`config.mk`:
```
export PLATFORM = sky130hd
export DESIGN_NAME = vc_input_buffer
export DESIGN_NICKNAME = d
export VERILOG_FILES = /design/src/rtl/noc_pkg.sv /design/src/rtl/vc_lane.sv /design/src/rtl/vc_input_buffer.sv
export SDC_FILE = /design/constraint.sdc
export NUM_CORES = 1
export LEC_CHECK = 0
export ABC_AREA = 1
export BUFFER_PORTS_ARGS = -buffer_cell sky130_fd_sc_hd__buf_4
export CORE_MARGIN = 10
export CORE_UTILIZATION = 25
export CTS_CLUSTER_SIZE = 30
export DETAILED_ROUTE_END_ITERATION = 6
export GPL_TIMING_DRIVEN = 0
export HOLD_SLACK_MARGIN = 0.08
export SLEW_MARGIN = 20
export SYNTH_ARGS = -nofsm -noshare
export SYNTH_HDL_FRONTEND = slang
export SYNTH_SLANG_ARGS = --single-unit
```
`constraint.sdc`:
```
create_clock -name clk -period 7.35 [get_ports clk]
set_input_delay 1.47 -clock clk [delete_from_list [all_inputs] [get_ports clk]]
set_output_delay 1.47 -clock clk [all_outputs]
set_load 0.005 [all_outputs]
```
`src/rtl/noc_pkg.sv`:
```
// Shared types and default sizing for the router input-port buffering.
package noc_pkg;

  localparam int DEFAULT_DEPTH      = 5;
  localparam int DEFAULT_DATA_WIDTH = 32;
  localparam int DEFAULT_NUM_VC     = 2;

  // Index width that never collapses to zero bits for single-entry ranges.
  function automatic int idx_width(input int n);
    return (n > 1) ? $clog2(n) : 1;
  endfunction

  typedef logic [DEFAULT_DATA_WIDTH-1:0]        flit_t;
  typedef logic [idx_width(DEFAULT_NUM_VC)-1:0] vc_id_t;

endpackage

```
`src/rtl/vc_lane.sv`:
```
// Single virtual-channel circular buffer with show-ahead head, occupancy
// count and a registered credit pulse for every accepted pop.
module vc_lane
  import noc_pkg::*;
#(
  parameter int DEPTH      = DEFAULT_DEPTH,
  parameter int DATA_WIDTH = DEFAULT_DATA_WIDTH,
  parameter int CNT_W      = $clog2(DEPTH + 1)
) (
  input  logic                  clk,
  input  logic                  reset,
  input  logic                  push_en,
  input  logic                  pop_en,
  input  logic [DATA_WIDTH-1:0] din,
  output logic [DATA_WIDTH-1:0] head,
  output logic                  empty,
  output logic                  full,
  output logic [CNT_W-1:0]      count,
  output logic                  credit
);

  localparam int PTR_W = idx_width(DEPTH);

  logic [DATA_WIDTH-1:0] mem [DEPTH];
  logic [PTR_W-1:0]      wr_ptr_reg, wr_ptr_next;
  logic [PTR_W-1:0]      rd_ptr_reg, rd_ptr_next;
  logic [CNT_W-1:0]      count_reg, count_next;
  logic                  credit_reg;

  // Explicit wrap so non-power-of-two depths cycle correctly.
  function automatic logic [PTR_W-1:0] ptr_inc(input logic [PTR_W-1:0] p);
    return (p == PTR_W'(DEPTH - 1)) ? '0 : p + 1'b1;
  endfunction

  always_comb begin
    wr_ptr_next = wr_ptr_reg;
    rd_ptr_next = rd_ptr_reg;
    count_next  = count_reg;
    if (push_en) wr_ptr_next = ptr_inc(wr_ptr_reg);
    if (pop_en)  rd_ptr_next = ptr_inc(rd_ptr_reg);
    case ({push_en, pop_en})
      2'b10:   count_next = count_reg + 1'b1;
      2'b01:   count_next = count_reg - 1'b1;
      default: count_next = count_reg;
    endcase
  end

  always_ff @(posedge clk or posedge reset) begin
    if (reset) begin
      wr_ptr_reg <= '0;
      rd_ptr_reg <= '0;
      count_reg  <= '0;
      credit_reg <= 1'b0;
    end else begin
      wr_ptr_reg <= wr_ptr_next;
      rd_ptr_reg <= rd_ptr_next;
      count_reg  <= count_next;
      credit_reg <= pop_en;
    end
  end

  // Storage is deliberately left out of reset; head is masked while empty.
  always_ff @(posedge clk) begin
    if (push_en) mem[wr_ptr_reg] <= din;
  end

  assign empty  = (count_reg == '0);
  assign full   = (count_reg == CNT_W'(DEPTH));
  assign count  = count_reg;
  assign credit = credit_reg;
  assign head   = empty ? '0 : mem[rd_ptr_reg];

endmodule

```
`src/rtl/vc_input_buffer.sv`:
```
// Router input-port buffer: NUM_VC independent show-ahead VC FIFOs with
// per-VC status, credit return and sticky overflow/underflow flags.
module vc_input_buffer
  import noc_pkg::*;
#(
  parameter int DEPTH      = DEFAULT_DEPTH,
  parameter int DATA_WIDTH = DEFAULT_DATA_WIDTH,
  parameter int NUM_VC     = DEFAULT_NUM_VC,
  parameter int VC_W       = idx_width(NUM_VC),
  parameter int CNT_W      = $clog2(DEPTH + 1)
) (
  input  logic                         clk,
  input  logic                         reset,
  input  logic                         push,
  input  logic [VC_W-1:0]              push_vc,
  input  logic [DATA_WIDTH-1:0]        din,
  input  logic                         pop,
  input  logic [VC_W-1:0]              pop_vc,
  output logic [NUM_VC*DATA_WIDTH-1:0] head,
  output logic [NUM_VC-1:0]            empty,
  output logic [NUM_VC-1:0]            full,
  output logic [NUM_VC*CNT_W-1:0]      count,
  output logic [NUM_VC-1:0]            credit_out,
  output logic                         overflow_err,
  output logic                         underflow_err
);

  logic              push_vc_ok, pop_vc_ok;
  logic              push_tgt_full, pop_src_empty;
  logic              push_ok, pop_ok;
  logic [NUM_VC-1:0] push_en, pop_en;
  logic              overflow_reg, overflow_next;
  logic              underflow_reg, underflow_next;

  // Only a non-power-of-two VC count can produce an unused index.
  if (NUM_VC == (1 << VC_W)) begin : g_vc_pow2
    assign push_vc_ok = 1'b1;
    assign pop_vc_ok  = 1'b1;
  end else begin : g_vc_npow2
    assign push_vc_ok = (int'(push_vc) < NUM_VC);
    assign pop_vc_ok  = (int'(pop_vc) < NUM_VC);
  end

  always_comb begin
    push_tgt_full = 1'b1;
    pop_src_empty = 1'b1;
    if (push_vc_ok) push_tgt_full = full[push_vc];
    if (pop_vc_ok)  pop_src_empty = empty[pop_vc];
  end

  // A full VC still accepts a write when it is being drained in the same cycle.
  assign pop_ok  = pop && pop_vc_ok && !pop_src_empty;
  assign push_ok = push && push_vc_ok &&
                   (!push_tgt_full || (pop_ok && (pop_vc == push_vc)));

  always_comb begin
    overflow_next  = overflow_reg  | (push && !push_ok);
    underflow_next = underflow_reg | (pop && !pop_ok);
  end

  always_ff @(posedge clk or posedge reset) begin
    if (reset) begin
      overflow_reg  <= 1'b0;
      underflow_reg <= 1'b0;
    end else begin
      overflow_reg  <= overflow_next;
      underflow_reg <= underflow_next;
    end
  end

  assign overflow_err  = overflow_reg;
  assign underflow_err = underflow_reg;

  for (genvar gi = 0; gi < NUM_VC; gi++) begin : g_lane
    assign push_en[gi] = push_ok && (push_vc == VC_W'(gi));
    assign pop_en[gi]  = pop_ok  && (pop_vc  == VC_W'(gi));

    vc_lane #(
      .DEPTH      (DEPTH),
      .DATA_WIDTH (DATA_WIDTH),
      .CNT_W      (CNT_W)
    ) u_lane (
      .clk     (clk),
      .reset   (reset),
      .push_en (push_en[gi]),
      .pop_en  (pop_en[gi]),
      .din     (din),
      .head    (head[gi*DATA_WIDTH +: DATA_WIDTH]),
      .empty   (empty[gi]),
      .full    (full[gi]),
      .count   (count[gi*CNT_W +: CNT_W]),
      .credit  (credit_out[gi])
    );
  end

endmodule

```
# Word level (Yosys, flattened, before mapping)
# Memory sizes are Yosys's and may differ from the RTL's.
# Index checks and enable logic that the tools add are counted.
# word_totals
ff_bits	22
ramBits	320
inputBits	38
out_inout_bits	78
word_cells	71
n_memories	2
# memory_table
name	words	width	read_ports	rd_clocked_by_memory_dff	write_ports	line_no	source
g_lane[0].u_lane.mem	5	32	1	0	1	vc_lane.sv:24	logic [DATA_WIDTH-1:0] mem [DEPTH];
g_lane[1].u_lane.mem	5	32	1	0	1	vc_lane.sv:24	
# op_classes
addsub	8
order_cmp	2
n_eq_ne	11
muxes	16
bitwise_logic	4
n_reduce_logical	18
# ops
cell	n
two-way mux 32 bit	2
adder 3 x 1 -> 3 bit, second input constant	6
== test 3 bit, second input constant	6
two-way mux 3 bit	4
case mux 3 bit (2 select lines)	2
logical AND 1 bit	9
two-way mux 1 bit	8
logical NOT 3 bit	2
subtractor 3 x 1 -> 3 bit, second input constant	2
== test 2 x 1 -> 1 bit, second input constant	2
== test 2 bit, second input constant	2
logical NOT 1 bit	4
< comparator 1 x 2 -> 1 bit, second input constant	2
nonzero test 2 bit	2
NOT 1 bit	2
OR 1 bit	2
== test 1 bit	1
logical OR 1 bit	1

# Longest topological paths before layout
# depth
word_depth	11
depth_mapped	13
mapped_depth_nobuf	13

# Cells and area by module
# Synthesis repeated with hierarchy kept, for this count alone.
# hier_totals
hier_cells	1114
hier_area_um2	13862.0
# by_module_without_submodules
module	n_inst	cells_each	area_each_um2	seq_area_each_um2
vc_lane (g_lane[0].u_lane)	1	543	6882.9	5054.8
vc_lane (g_lane[1].u_lane)	1	543	6815.3	5054.8
vc_input_buffer	1	28	163.9	50.0

# Worst setup path before layout
# OpenSTA, ideal clock, no wires.
# synth_path
path_type	input port to flip-flop
from	input port push_vc
to	memory g_lane[0].u_lane.mem[0][0] (netlist bit) (enable)
setup_time_ns	0.421
arrival_time_ns	3.539
required_time_ns	6.929
slack_ns	3.390
stages	8
path_buffers	1
cell_sequence	buf_4 > nand2_1 > nand2_1 > nor2_1 > nand3_2 > nand2_4 > nand3_4 > nor2_1
# synth_via
elab_chain_len	8
elab_cells_between_ends	11
classes_between	1 x eq/ne; 4 x mux; 1 x bitwise; 5 x reduce/logical
# synth_rtl
item	line_no	source
start, declared	vc_input_buffer.sv:15	input logic [VC_W-1:0] push_vc,
two-way mux 1 bit (not written as such) (2 in a row)	vc_input_buffer.sv:47	if (push_vc_ok) push_tgt_full = full[push_vc];
logical NOT 1 bit	vc_input_buffer.sv:54	(!push_tgt_full || (pop_ok && (pop_vc == push_vc)));
logical OR 1 bit	vc_input_buffer.sv:54	
logical AND 1 bit	vc_input_buffer.sv:53	assign push_ok = push && push_vc_ok &&
logical AND 1 bit (*)	vc_input_buffer.sv:75	assign push_en[gi] = push_ok && (push_vc == VC_W'(gi));
two-way mux 1 bit (*)	vc_lane.sv:64	if (push_en) mem[wr_ptr_reg] <= din;
two-way mux 1 bit (not written as such) (*)	vc_lane.sv:64	
end, declared	vc_lane.sv:24	
# Every way passes the cells marked *; elsewhere a longest branch is shown, timed or not. The select of a mux whose other input is x is not followed.

# Worst setup path after layout
# layout_path
from	register g_lane[0].u_lane.rd_ptr_reg[0]
to	output port head[0]
# layout_via
elab_chain_len	2
# layout_rtl
item	line_no	source
start, declared	vc_lane.sv:26	logic [PTR_W-1:0] rd_ptr_reg, rd_ptr_next;
start signal, assigned	vc_lane.sv:56	rd_ptr_reg <= rd_ptr_next;
memory (5 x 32 bit)	n/a	
two-way mux 32 bit	vc_lane.sv:71	assign head = empty ? '0 : mem[rd_ptr_reg];
end, declared	vc_input_buffer.sv:19	output logic [NUM_VC*DATA_WIDTH-1:0] head,
# No other way between the ends.

==> flow_summary.toml <==
[outcome]
status = "finished, final reports clean"

[route]
wire_per_inst_um = 18.8
routed-via-count = 8994
drt-pass1-iter-count = 5
via_per_inst = 4.39
finalWirelength_mm = 38.4
drt.antenna.violating_nets = 0
drc = 0
dr.first_iter.drc_count = 603

[timing]
fin_crit_ns = 4.05
slew_headroom_pct = 39.1
maxSlewViolCount = 0
clock.fmax_mhz = 247
rsz0062_at_grt = "false"
finalCritPeriodShare_pct = 55.1
setup_viol = 0
clock_skew_ns = 0.00938
tns_ns = 0
worst_pin_slew_ns = 0.913
fin_ws_ns = 3.30
finalHoldViolations = 0

[global_route]
antenna_found_initial = 0
grt_max_degree = 23
grt_pass1_wl_mm = 57.1
grt_use_total_pct = 11.3
overflow = 0
grt_pass1_vias = 9089

[die]
die_h_um = 256
rows = 86
initial_core_util_pct = 25.2
die_w_um = 256
core_mm2 = 0.0550
ioPinCount = 116
die_area_mm2 = 0.0653

[worst_setup_path]
worst-setup-path-type = "flop to output pin"
cpPeakStageDelay_ns = 0.56
cpMostUsedCell = "buf_4"
start_kind = "flop"
cp.arrival_ns = 2.58
end_kind = "output pin"
worstPathCellList = "buf_4 -> clkbuf_1 -> nor2_1 -> o22ai_1 -> o21ai_0 -> inv_1 -> buf_4"
critPathSlowestCell = "o21ai_0"
crit_path_max_fanout = 10
crit_required_ns = 5.88

[clocking]
clk_pin_slew_ns = 0.07
clockBufferDepth = 3
htreeDepth = 1
postCtsSetupBuffers = 0
cts_resized = 0
ctsHoldBuffers = 0
cts_sinks = 342
cts_root_buf = "clkbuf_16"
insertion_delay_ns = 0.56
cts_tree = "yes"
cts_made_buffers = 31

[logic_synthesis]
ys_ff_latch = 342
yosys_warnings = 0
synth_fp_nets = 1171
ys_types = 32
syn_inst = 1121
synth_top_area_share_pct = 69.2
syn-cell-area_mm2 = 0.0139
avgSynthCellArea_um2 = 12.4
ys_seq_area_share_pct = 73.2
synthTopCellsByArea = "edfxtp_1, nor2_1, o21ai_0"
yosysTopAreaCell = "edfxtp_1"

[power_and_ir_drop]
p_per_area_mw_per_mm2 = 398
p_total_w = 0.00681
ir_drop_mv = 0.183
leakage_nw = 6.11

[place]
dpl_worst_slack_ns = 3.76
globalplace.congestion = 0.774
placed_cell_area_mm2 = 0.0160
io_buffers = 113
dp.final_hpwl_mm = 27.1

[flow_run]
cap_violations = 0

[final_layout]
nets = 1328
drive_gt1_share_pct = 17.3
top_register = "g_lane.u_lane.mem"
n_antenna_cell = 0
areaGrowthSynthToFinish_pct = 23.3
final_cell_mix = "edfxtp_1, nor2_1, o21ai_0"
largest_register_ffs = 320
final_common_cell = "edfxtp_1"
final_area_mm2 = 0.0171

[worst_hold_path]
hp-class = "flop to flop"
==> cells in the mapped netlist (all sizes together) <==
cell type / number
a31o: 1
o21ai: 205
o22ai: 64
nor2: 273
xor2: 2
inv: 89
dfrtp: 22
edfxtp: 320
nand3: 16
buf: 37
nand2: 27
ha: 10
a21oi: 6
fa: 2
nor3: 2
and3: 1
nand4: 7
clkbuf: 31
a21o: 1
xnor2: 3
o21a: 2
==> power breakdown <==
| part | switching (W) | internal [W] | total [W] |
|---|---|---|---|
| clock network | 0.000702 | 0.00102 | 0.00172 |
| logic | 0.00163 | 0.00101 | 0.00264 |
| registers | 0.000108 | 0.00234 | 0.00245 |
| total | 0.00244 | 0.00437 | 0.00681 |
==> per-stage QoR <==
step | cells | utilization, % | hold slack, ns
2_1_floorplan | 1121 | - | 0.451
3_3_place_gp | 1982 | 28.5 | 0.451
3_5_place_dp | 1993 | 29.2 | 0.460
4_1_cts | 2048 | 31.1 | 0.475
5_1_grt | 2048 | 31.1 | 0.491
6_report | 2048 | 31.1 | 0.472
==> cells by family (layout without fill, tap and decap cells) <==
logic type	Yosys count	in the layout	synth area share, %
buf+inv	157	336	5.10
fa+ha+maj	12	12	1.19
simple gates	326	326	9.43
flops	342	342	73.2
xor+xnor	5	5	0.316
compound gates	279	279	10.7
==> path summary, 6_finish.rpt <==
path	startpoint	end	slack (ns)	cells after the start
worst max-delay path	g_lane[0].u_lane.rd_ptr_reg[0]$_DFFE_PP0P_	head[0]	3.30	7
worst min-delay path	underflow_err$_DFF_PP0_	underflow_err$_DFF_PP0_	0.47	1
worst max register to register	g_lane[0].u_lane.count[1]$_DFFE_PP0P_	g_lane[0].u_lane.count[2]$_DFFE_PP0P_	4.90	11
worst min register to register	underflow_err$_DFF_PP0_	underflow_err$_DFF_PP0_	0.47	1
max in group asynchronous	reset	g_lane[0].u_lane.rd_ptr_reg[1]$_DFFE_PP0P_	5.68	2
min in group asynchronous	reset	g_lane[0].u_lane.wr_ptr_reg[0]$_DFFE_PP0P_	1.11	2
==> area by class of cell <==
class / instances / area [um2]
Timing Repair Buffer: 124 / 1150
Sequential cell: 342 / 10200
Fill cell: 5493 / 37900
Tap cell: 748 / 936
Multi-Input combinational cell: 622 / 3080
Buffer: 68 / 374
Clock buffer: 35 / 791
Inverter: 89 / 334
Clock inverter: 20 / 284
==> worst max-delay path: cells and delay by family, from the launching register on <==
family | cells | cell delay, ns
buffers and inverters | 4 | 0.73
AOI/OAI and AO/OA | 2 | 0.65
and+or+nand+nor | 1 | 0.20
DFF | 1 | 0.42
==> routing by layer <==
metal | track usage [%] | part of all wire, %
met5 | 0 | 0
met4 | 4.18 | 2.8
met3 | 2.09 | 5.6
met2 | 19.6 | 50
met1 | 13.7 | 42
Note: power is estimated with default switching activity, not from simulation.
